[config.mk]
export PLATFORM = sky130hd
export DESIGN_NAME = rx_glitch_filter
export DESIGN_NICKNAME = d
export VERILOG_FILES = /design/src/rtl/rx_filter_pkg.sv /design/src/rtl/rx_filter_chk.sv /design/src/rtl/rx_filter_lane.sv /design/src/rtl/rx_glitch_filter.sv
export SDC_FILE = /design/constraint.sdc
export NUM_CORES = 1
export LEC_CHECK = 0
export CORE_AREA = 2 2 39 41
export DETAILED_ROUTE_END_ITERATION = 8
export DIE_AREA = 0 0 41 43
export GPL_TIMING_DRIVEN = 1
export PLACE_DENSITY = 0.43
export SLEW_MARGIN = 0
export SYNTH_ARGS = -nofsm -noshare
export SYNTH_HDL_FRONTEND = slang
export SYNTH_SLANG_ARGS = --single-unit
[constraint.sdc]
create_clock -name CLK -period 1.2 [get_ports CLK]
set_clock_uncertainty 0.05 [all_clocks]
set_input_delay 0.24 -clock CLK [delete_from_list [all_inputs] [get_ports CLK]]
set_output_delay 0.24 -clock CLK [all_outputs]
set_load 0.005 [all_outputs]
[src/rtl/rx_filter_pkg.sv]
// Shared types and helpers for the receive-line glitch filter.
package rx_filter_pkg;

    typedef enum logic {
        FILT_UNANIMOUS = 1'b0,
        FILT_MAJORITY  = 1'b1
    } filt_mode_e;

    // Widest window the popcount helper supports, and its count width.
    localparam int unsigned POP_MAX_W = 64;
    localparam int unsigned POP_CNT_W = 7;

    // Counts set bits among the low 'width' bits of vec; callers truncate to their own count width.
    function automatic logic [POP_CNT_W-1:0] popcount(
        input logic [POP_MAX_W-1:0] vec,
        input int unsigned          width
    );
        logic [POP_CNT_W-1:0] cnt;
        cnt = {POP_CNT_W{1'b0}};
        for (int unsigned i = 0; i < POP_MAX_W; i++) begin
            if (i < width) begin
                cnt = cnt + {{(POP_CNT_W-1){1'b0}}, vec[i]};
            end
        end
        return cnt;
    endfunction

endpackage

[src/rtl/rx_filter_chk.sv]
// Run-time checks for the glitch filter configuration.
module rx_filter_chk #(
    parameter int DEPTH = 3
) (
    input logic i_clk,
    input logic i_rst,
    input logic i_mode
);

    // An even window has no majority, so majority mode is only legal with odd DEPTH.
    a_even_depth_majority: assert property (
        @(posedge i_clk) disable iff (i_rst)
        !(i_mode && ((DEPTH % 32'sd2) == 32'sd0))
    );

endmodule

[src/rtl/rx_filter_lane.sv]
// One filter lane: sync chain, sample window, decision and registered outputs.
// Edge pulse registers exist only when RX_FILTER_EDGE_EN is defined.
module rx_filter_lane
    import rx_filter_pkg::*;
#(
    parameter int   DEPTH       = 3,
    parameter int   SYNC_STAGES = 2,
    parameter logic RESET_LEVEL = 1'b1
) (
    input  logic i_clk,
    input  logic i_rst,
    input  logic i_rxc,
    input  logic i_mode,
    input  logic i_rxd,
    output logic o_rxd,
    output logic o_rise,
    output logic o_fall
);

    localparam int POP_W = $clog2(DEPTH + 32'sd1);
    localparam logic [POP_W-1:0] HALF = POP_W'(DEPTH / 32'sd2);

    logic [SYNC_STAGES-1:0] r_sync;
    logic [DEPTH-1:0]       r_win;
    logic                   r_out;
    logic                   w_sample;
    logic                   w_next;
    logic [POP_W-1:0]       w_pop;

    assign w_sample = r_sync[SYNC_STAGES-1];
    assign w_pop    = POP_W'(popcount(POP_MAX_W'(r_win), DEPTH));

    // Metastability chain, clocked every cycle regardless of the strobe.
    always_ff @(posedge i_clk or posedge i_rst) begin
        if (i_rst) begin
            r_sync <= {SYNC_STAGES{RESET_LEVEL}};
        end else begin
            r_sync[0] <= i_rxd;
            for (int k = 1; k < SYNC_STAGES; k++) begin
                r_sync[k] <= r_sync[k-1];
            end
        end
    end

    // Sample window advances only on the strobe.
    always_ff @(posedge i_clk or posedge i_rst) begin
        if (i_rst) begin
            r_win <= {DEPTH{RESET_LEVEL}};
        end else if (i_rxc) begin
            r_win[0] <= w_sample;
            for (int k = 1; k < DEPTH; k++) begin
                r_win[k] <= r_win[k-1];
            end
        end else begin
            r_win <= r_win;
        end
    end

    // Decision rule; unanimous mode holds the last level on a mixed window.
    always_comb begin
        w_next = r_out;
        case (filt_mode_e'(i_mode))
            FILT_UNANIMOUS: begin
                if (&r_win) begin
                    w_next = 1'b1;
                end else if (~|r_win) begin
                    w_next = 1'b0;
                end else begin
                    w_next = r_out;
                end
            end
            FILT_MAJORITY: begin
                w_next = (w_pop > HALF);
            end
            default: begin
                w_next = r_out;
            end
        endcase
    end

    // Filtered level register, updated every cycle.
    always_ff @(posedge i_clk or posedge i_rst) begin
        if (i_rst) begin
            r_out <= RESET_LEVEL;
        end else begin
            r_out <= w_next;
        end
    end

    assign o_rxd = r_out;

`ifdef RX_FILTER_EDGE_EN
    logic r_rise;
    logic r_fall;

    // Edge pulses coincide with the cycle the filtered level changes.
    always_ff @(posedge i_clk or posedge i_rst) begin
        if (i_rst) begin
            r_rise <= 1'b0;
            r_fall <= 1'b0;
        end else begin
            r_rise <= w_next & ~r_out;
            r_fall <= ~w_next & r_out;
        end
    end

    assign o_rise = r_rise;
    assign o_fall = r_fall;
`else
    assign o_rise = 1'b0;
    assign o_fall = 1'b0;
`endif

endmodule

[src/rtl/rx_glitch_filter.sv]
// Multi-channel receive-line glitch filter: one independent lane per channel.
// Define RX_FILTER_EDGE_EN to build the RISE/FALL pulse logic; otherwise they read 0.
module rx_glitch_filter #(
    parameter int   CHANNELS    = 1,
    parameter int   DEPTH       = 3,
    parameter int   SYNC_STAGES = 2,
    parameter logic RESET_LEVEL = 1'b1
) (
    input  logic                CLK,
    input  logic                RST,
    input  logic                RXC,
    input  logic                MODE,
    input  logic [CHANNELS-1:0] RXD_IN,
    output logic [CHANNELS-1:0] RXD_OUT,
    output logic [CHANNELS-1:0] RISE,
    output logic [CHANNELS-1:0] FALL
);

    for (genvar g = 0; g < CHANNELS; g++) begin : g_lane
        rx_filter_lane #(
            .DEPTH       (DEPTH),
            .SYNC_STAGES (SYNC_STAGES),
            .RESET_LEVEL (RESET_LEVEL)
        ) u_lane (
            .i_clk  (CLK),
            .i_rst  (RST),
            .i_rxc  (RXC),
            .i_mode (MODE),
            .i_rxd  (RXD_IN[g]),
            .o_rxd  (RXD_OUT[g]),
            .o_rise (RISE[g]),
            .o_fall (FALL[g])
        );
    end

    rx_filter_chk #(
        .DEPTH (DEPTH)
    ) u_chk (
        .i_clk  (CLK),
        .i_rst  (RST),
        .i_mode (MODE)
    );

endmodule

After elaboration in Yosys (flattened, before gate mapping). Cells that the tools add are included.

Register bits after elaboration: 6. Input bits: 5. Output and inout port bits: 3. Word-level logic and storage cells: 13.

$add $sub $neg: 2. Order comparisons: 1. Equal/unequal tests: 1. Multiplexer cells: 3. Bitwise gates (word level): 1. Reductions and logical operators: 2.

Operator list (number): 3-bit by 2-bit != test with 1-bit output (second input constant) (1); 3-bit AND reduction (1); 3-bit OR reduction (1); 1-bit by 1-bit adder with 2-bit output (1); 2-bit by 1-bit adder with 2-bit output (1); 2-bit by 1-bit > comparator with 1-bit output (second input constant) (1); 1-bit 2-to-1 mux (2); 1-bit one-hot mux with 2 select lines (1); 1-bit inverter (1).

Depth between registers and ports, before layout. Gate-level depths: netlist of the first run.

Depth after elaboration: 4. Mapped depth: 3. Mapped depth without buffers: 3.

Worst setup path after synthesis of the first run. Ideal clock, no wire load.

Kind: register to register. Start: register g_lane[0].u_lane.r_win[0]. End: register g_lane[0].u_lane.r_out. Library setup time: 0.083 ns. Arrival time: 0.956 ns. Required time: 1.067 ns. Path slack: 0.111 ns. Cell stages (with the launch flop): 4. Buffers on the path: 0. Period minus slack after synthesis: 1.089 ns. Cells stage by stage: dfstp_2 ha_1 a21oi_1 mux2i_1.

Longest elaborated chain between the ends: 4. Elaborated cells on any way between the ends: 8. Classes of those cells: add/sub (2); order compare (1); eq/ne (1); mux (2); reduce/logical (2).

RTL lines: start: declaration (RTL line rx_filter_lane.sv:24) `logic [DEPTH-1:0] r_win;`; start signal: assignment (RTL line rx_filter_lane.sv:48) `r_win <= {DEPTH{RESET_LEVEL}};`; start signal: assignment (RTL line rx_filter_lane.sv:50) `r_win[0] <= w_sample;`; start signal: indexed assignment (RTL line rx_filter_lane.sv:52) `r_win[k] <= r_win[k-1];`; 1-bit by 1-bit adder with 2-bit output (RTL line rx_filter_pkg.sv:22) `cnt = cnt + {{(POP_CNT_W-1){1'b0}}, vec[i]};`; 2-bit by 1-bit adder with 2-bit output (RTL line rx_filter_pkg.sv:22); 2-bit by 1-bit > comparator with 1-bit output (RTL line rx_filter_lane.sv:73) `w_next = (w_pop > HALF);`; 1-bit one-hot mux with 2 select lines (RTL line rx_filter_lane.sv:62) `case (filt_mode_e'(i_mode))`; end signal: assignment (RTL line rx_filter_lane.sv:86) `r_out <= w_next;`; end: declaration (RTL line rx_filter_lane.sv:25) `logic r_out;`.

Parallel ways exist; a longest one is shown, timed or not. A chain may end at the register's enable or synchronous reset.

Worst setup path in the final report of the first run.
Start: register g_lane[0].u_lane.r_out. End: output RXD_OUT.

RTL lines: end: declaration (RTL line rx_glitch_filter.sv:14) `output logic [CHANNELS-1:0] RXD_OUT,`.

No word-level cell between the ends.

==> impl_metrics.tcl, run 1 <==
set metrics [dict create \
    cts_num_sinks 6 \
    yosys_warnings 0 \
    path_delay_family "flip-flops" \
    hold_viol 0 \
    grt_usage_pct 6.673 \
    rsz0062_at_grt "no" \
    slowest_delay_ns 0.52 \
    period_share_pct 96.07 \
    synthDistinctLibCells 11 \
    multi_input_area_um2 93.84 \
    post_drt_wl_per_cell_um 9.227 \
    cts_tree "yes" \
    vias_per_cell 3.773 \
    port_buffers 5 \
    drt_iter0_markers 0 \
    crit_type "reg -> out" \
    cts-root-buf "clkbuf_4" \
    final_max_slew_viol_count 0 \
    die_area_mm2 0.001763 \
    yosys-top-cells-area "dfstp_2, mux2_1, buf_4, ha_1, mux2i_1" \
    ys_seq_area_share_pct 60.00 \
    overflow 0 \
    ir_drop_mv 0.4667 \
    die_h_um 43 \
    ant_nets 0 \
    syn2layout_area_growth_pct 36.19 \
    regArea_um2 157.7 \
    final_util_pct 25.86 \
    async_flop_share_pct 100.0 \
    synthTopCellsByCount "dfstp_2, mux2_1, buf_4" \
    postCtsHoldBufs 0 \
    synth_edf_count 0 \
    clk_pin_slew_ns 0.04 \
    whs_ns 0.3051 \
    hold_class "reg -> reg" \
    grt_pass1_vias 183 \
    crit_path_end_kind "primary output" \
    critPathBufInv 1 \
    setup_viol 0 \
    synthFlopType "dfstp_2" \
    fin_setup_tns_ns 0 \
    synth_most_common_cell "dfstp_2" \
    status "completed" \
    antennaDiodeCount 0 \
    cp.required_ns 0.91 \
    synth_seq_cells 6 \
    via_count 166 \
    fin_crit_ns 1.153 \
    drcViolationCount 0 \
    power_density_mw_per_mm2 1630 \
    grt_max_degree 7 \
    rows 14 \
    cts_max_level 1 \
    clk_latency_ns 0.23 \
    drtPass1Iterations 1 \
    fin_nets 36 \
    maxCapViolCount 0 \
    yosysTopAreaCell "dfstp_2" \
    crit_slowest_cell "dfstp_2" \
    fmax_mhz 867.4 \
    fp.dieW_um 41 \
    syn_area_um2 262.8 \
    fillCellCount 143 \
    cts_inserted_buffers 3 \
    drive_gt1_share_pct 50.00 \
    post_synth.cell_area_avg_um2 13.83 \
    startpoint_type "flip-flop" \
    start_util_pct 18.99 \
    clock_path_buffers 2 \
    grt_pass1_wl_um 710 \
    worstPathMaxFanout 2 \
    power.leakage_nw 0.1554 \
    cp.arrival_ns 0.86 \
    netlist_instances 19 \
    yosysTopAreaCellShare_pct 60.00 \
    ios 8 \
    routed_wl_um 406 \
    antenna_found_initial 0 \
    core_mm2 0.001384 \
    crit_path_cell_trace "buf_2" \
    globalplace.congestion 0.5641 \
]
-- layer usage --
layer / global-route usage [%] / part of all wire [%] / vias to the layer above
li1: - / - / 79
met1: 8.224 / 45 / 81
met2: 7.187 / 47 / 6
met3: 3.141 / 8.1 / 0
met4: 8.000 / 0 / 0
met5: 0 / 0 / -
-- state kept, by name, summed over array words and instances (netlist names) --
| signal | count |
|---|---|
| g_lane.u_lane.r_win | 3 |
| g_lane.u_lane.r_sync | 2 |
| g_lane.u_lane.o_rxd | 1 |
-- final cells by class --
type,instances,area share (%)
Clock buffer,3,6.294
Inverter,1,1.049
Multi-Input combinational cell,11,26.22
Sequential cell,6,44.06
Tap cell,16,5.594
Timing Repair Buffer,7,16.78
-- path summary, 6_finish.rpt --
path | start | end | slack (ns) | cells past startpoint
setup / recovery | g_lane[0].u_lane.o_rxd | RXD_OUT | 0.05 | 1
hold / removal | g_lane[0].u_lane.r_sync[0] | g_lane[0].u_lane.r_sync[1] | 0.31 | 0
setup reg to reg | g_lane[0].u_lane.r_win[0] | g_lane[0].u_lane.o_rxd | 0.07 | 3
hold reg to reg | g_lane[0].u_lane.r_sync[0] | g_lane[0].u_lane.r_sync[1] | 0.31 | 0
max in group asynchronous | RST | g_lane[0].u_lane.r_win[0] | 0.68 | 2
min in group asynchronous | RST | g_lane[0].u_lane.o_rxd | 0.39 | 2
-- kinds of logic (layout without fill, tap and decap cells) --
family          count (synthesis)  in the layout  synth area share, %
other cells                     1              2                1.427
compound gates                  4              4                9.998
mux                             4              4                16.67
flops                           6              6                60.00
buf+inv                         3             11                7.140
fa+ha+maj                       1              1                4.761
-- what timing repair did --
action | CTS | global route
buffers inserted | 0 | 1
cloned | 0 | 0
resized for setup | 3 | 1
setup endpoints to repair | 1 | 1
-- power by group --
part | switching [mW] | internal (mW)
registers | 0.0220 | 0.256
clock network | 0.0656 | 0.113
logic | 0.0474 | 0.0798
total | 0.135 | 0.448
-- placed cells by master, fill, tap and decap left out, drive strengths merged --
| cell type | n |
|---|---|
| buf | 3 |
| a21oi | 1 |
| clkbuf | 3 |
| ha | 1 |
| clkdlybuf4s50 | 4 |
| inv | 1 |
| mux2i | 1 |
| conb | 2 |
| o21ai | 1 |
| dfstp | 6 |
| o21a | 1 |
| mux2 | 3 |
| a21o | 1 |
-- stage by stage --
step / worst slack [ns] / total power [mW] / std cells / cell area (µm²)
after floorplan: 0.1111 / 0.3420 / 20 / 266.5
after global placement: -0.08551 / 0.3997 / 40 / 329.1
after detailed placement: -0.08612 / 0.4091 / 40 / 329.1
after CTS: 0.01934 / 0.5907 / 43 / 346.6
after global routing: 0.0002152 / 0.6402 / 44 / 357.8
final: 0.04717 / 0.5832 / 44 / 357.8
(Power assumes the default switching activity.)
==> run 2, diff against run 1 <==
--- a/config.mk
+++ b/config.mk
@@ -5,6 +5,7 @@
 export SDC_FILE = /design/constraint.sdc
 export NUM_CORES = 1
 export LEC_CHECK = 0
+export CAP_MARGIN = 25
 export CORE_AREA = 2 2 39 41
 export DETAILED_ROUTE_END_ITERATION = 8
 export DIE_AREA = 0 0 41 43
==> constraint.sdc (replaced) <==
create_clock -name CLK -period 1.4 [get_ports CLK]
set_clock_uncertainty 0.05 [all_clocks]
set_input_delay 0.28 -clock CLK [delete_from_list [all_inputs] [get_ports CLK]]
set_output_delay 0.28 -clock CLK [all_outputs]
set_load 0.005 [all_outputs]
==> impl_metrics.tcl, run 2 (synthesis gave the netlist of run 1 again) <==
set metrics [dict create \
    cts_num_sinks 6 \
    vias_per_cell 3.548 \
    die_h_um 43 \
    crit_path_cell_trace "dlygate4sd2_1" \
    grt_max_degree 7 \
    fmax_mhz 752.5 \
    via_count 149 \
    worstPathMaxFanout 3 \
    ant_nets 0 \
    post_drt_wl_per_cell_um 9.286 \
    fin_nets 34 \
    switching_share_pct 23.42 \
    layout_commonest_cell "dfstp_2" \
    crit_slowest_cell "dfstp_2" \
    pwr-share-clk_pct 33.0 \
    drive_gt1_share_pct 38.46 \
    power_density_mw_per_mm2 1405 \
    power.leakage_nw 0.1469 \
    period_share_pct 94.92 \
    post_dp_cell_area_um2 321.6 \
    core_mm2 0.001384 \
    ir_drop_mv 0.4056 \
    grt_pass1_vias 165 \
    cts_tree "yes" \
    cp.required_ns 1.07 \
    mostFrequentLayoutCells "dfstp_2, clkdlybuf4s50_1, mux2_1, clkbuf_4, conb_1" \
    fin_crit_ns 1.329 \
    power_switching_mw 0.1128 \
    final_max_slew_viol_count 0 \
    fp.dieW_um 41 \
    cts_inserted_buffers 3 \
    status "completed" \
    antenna_found_initial 0 \
    dp_hpwl_um 295.4 \
    hold_class "reg -> reg" \
    combPwrFrac_pct 17.1 \
    clock_path_buffers 2 \
    drt_iter0_markers 0 \
    rsz0062_at_grt "no" \
    grt_usage_pct 6.269 \
    startpoint_type "flip-flop" \
    syn2layout_area_growth_pct 30.48 \
    path_delay_family "flip-flops" \
    critPathBufInv 1 \
    drcViolationCount 0 \
    fin_setup_tns_ns 0 \
    power.internal_mw 0.3689 \
    clk_pin_slew_ns 0.05 \
    antennaDiodeCount 0 \
    hold_viol 0 \
    die_area_mm2 0.001763 \
    cts_setup_buffers 0 \
    grt_pass1_wl_um 655 \
    stdcell_area_um2 342.8 \
    drtPass1Iterations 1 \
    slowest_delay_ns 0.53 \
    routed_wl_um 390 \
    overflow 0 \
    largest_reg_flops 3 \
    largest-register "g_lane.u_lane.r_win" \
    rows 14 \
    cts-root-buf "clkbuf_4" \
    p_seq_share_pct 49.9 \
    cp.arrival_ns 1.00 \
    crit_path_end_kind "primary output" \
    maxCapViolCount 0 \
    start_util_pct 18.99 \
    port_buffers 5 \
    setup_viol 0 \
    crit_type "reg -> out" \
    clk_latency_ns 0.24 \
    cts_max_level 1 \
    ios 8 \
    globalplace.congestion 0.5449 \
]
-- run 2: cell count changes in the layout (fill, tap and decap cells not counted) --
cell / previous run / this run
a21oi_1: 0 / 1
a21oi_2: 1 / 0
buf_2: 1 / 0
buf_4: 2 / 0
dlygate4sd2_1: 0 / 1
-- run 2: power by group through the flow --
stage	Sequential (mW)	Combinational [mW]	Clock, mW
after CTS	0.240	0.0833	0.174
final	0.240	0.0822	0.159
after floorplan	0.239	0.0541	0
after global placement	0.241	0.0877	0
after detailed placement	0.243	0.0904	0
after global routing	0.245	0.0943	0.185
-- run 2: final timing paths --
| path | startpoint | to | slack [ns] | cells after the start |
|---|---|---|---|---|
| max | g_lane[0].u_lane.o_rxd | RXD_OUT | 0.07 | 1 |
| min | g_lane[0].u_lane.r_sync[0] | g_lane[0].u_lane.r_sync[1] | 0.32 | 0 |
| max reg2reg | g_lane[0].u_lane.r_win[0] | g_lane[0].u_lane.o_rxd | 0.23 | 3 |
| min reg2reg | g_lane[0].u_lane.r_sync[0] | g_lane[0].u_lane.r_sync[1] | 0.32 | 0 |
| max in group asynchronous | RST | g_lane[0].u_lane.r_win[0] | 0.85 | 2 |
| min in group asynchronous | RST | g_lane[0].u_lane.r_sync[0] | 0.42 | 2 |
-- run 2: timing repair --
item,4_1_cts,5_1_grt
hold buffers,0,0
hold endpoints to repair,0,0
endpoints found under the setup margin,1,0
resized for setup,1,0
-- run 2: stage by stage --
| stage | setup slack (ns) | utilization (%) | instances | hold slack, ns | power, mW |
|---|---|---|---|---|---|
| 6_report | 0.07118 | 24.77 | 42 | 0.3182 | 0.4817 |
| 5_1_grt | 0.003394 | 24.77 | 42 | 0.3186 | 0.5241 |
| 4_1_cts | 0.05249 | 24.77 | 42 | 0.3184 | 0.4973 |
| 3_5_place_dp | 0.05742 | 23.24 | 39 | 0.3051 | 0.3333 |
| 3_3_place_gp | 0.06265 | 23.24 | 39 | 0.2978 | 0.3289 |
| 2_1_floorplan | 0.3111 | - | 20 | 0.2290 | 0.2931 |
-- run 2: layer usage --
layer	global-route usage (%)	vias to the layer above	wire, µm
li1	-	74	-
met1	6.908	69	171
met2	7.187	6	182
met3	3.141	0	37
met4	8.000	0	0
met5	0	-	0
-- run 2: area by class of cell --
cell class | count | area [µm²]
flip-flops and latches | 6 | 157.7
clock buffers | 3 | 22.52
multi-input cells | 11 | 90.09
fillers | 150 | 1041
repair buffers | 5 | 48.80
inverters | 1 | 3.754
well taps | 16 | 20.02
-- run 2: worst register-to-register path: cells and delay by family (launching register included) --
| kind | cells | cell delay [ns] |
|---|---|---|
| flops | 1 | 0.56 |
| compound gates | 1 | 0.15 |
| fa+ha+maj | 1 | 0.24 |
| mux | 1 | 0.09 |
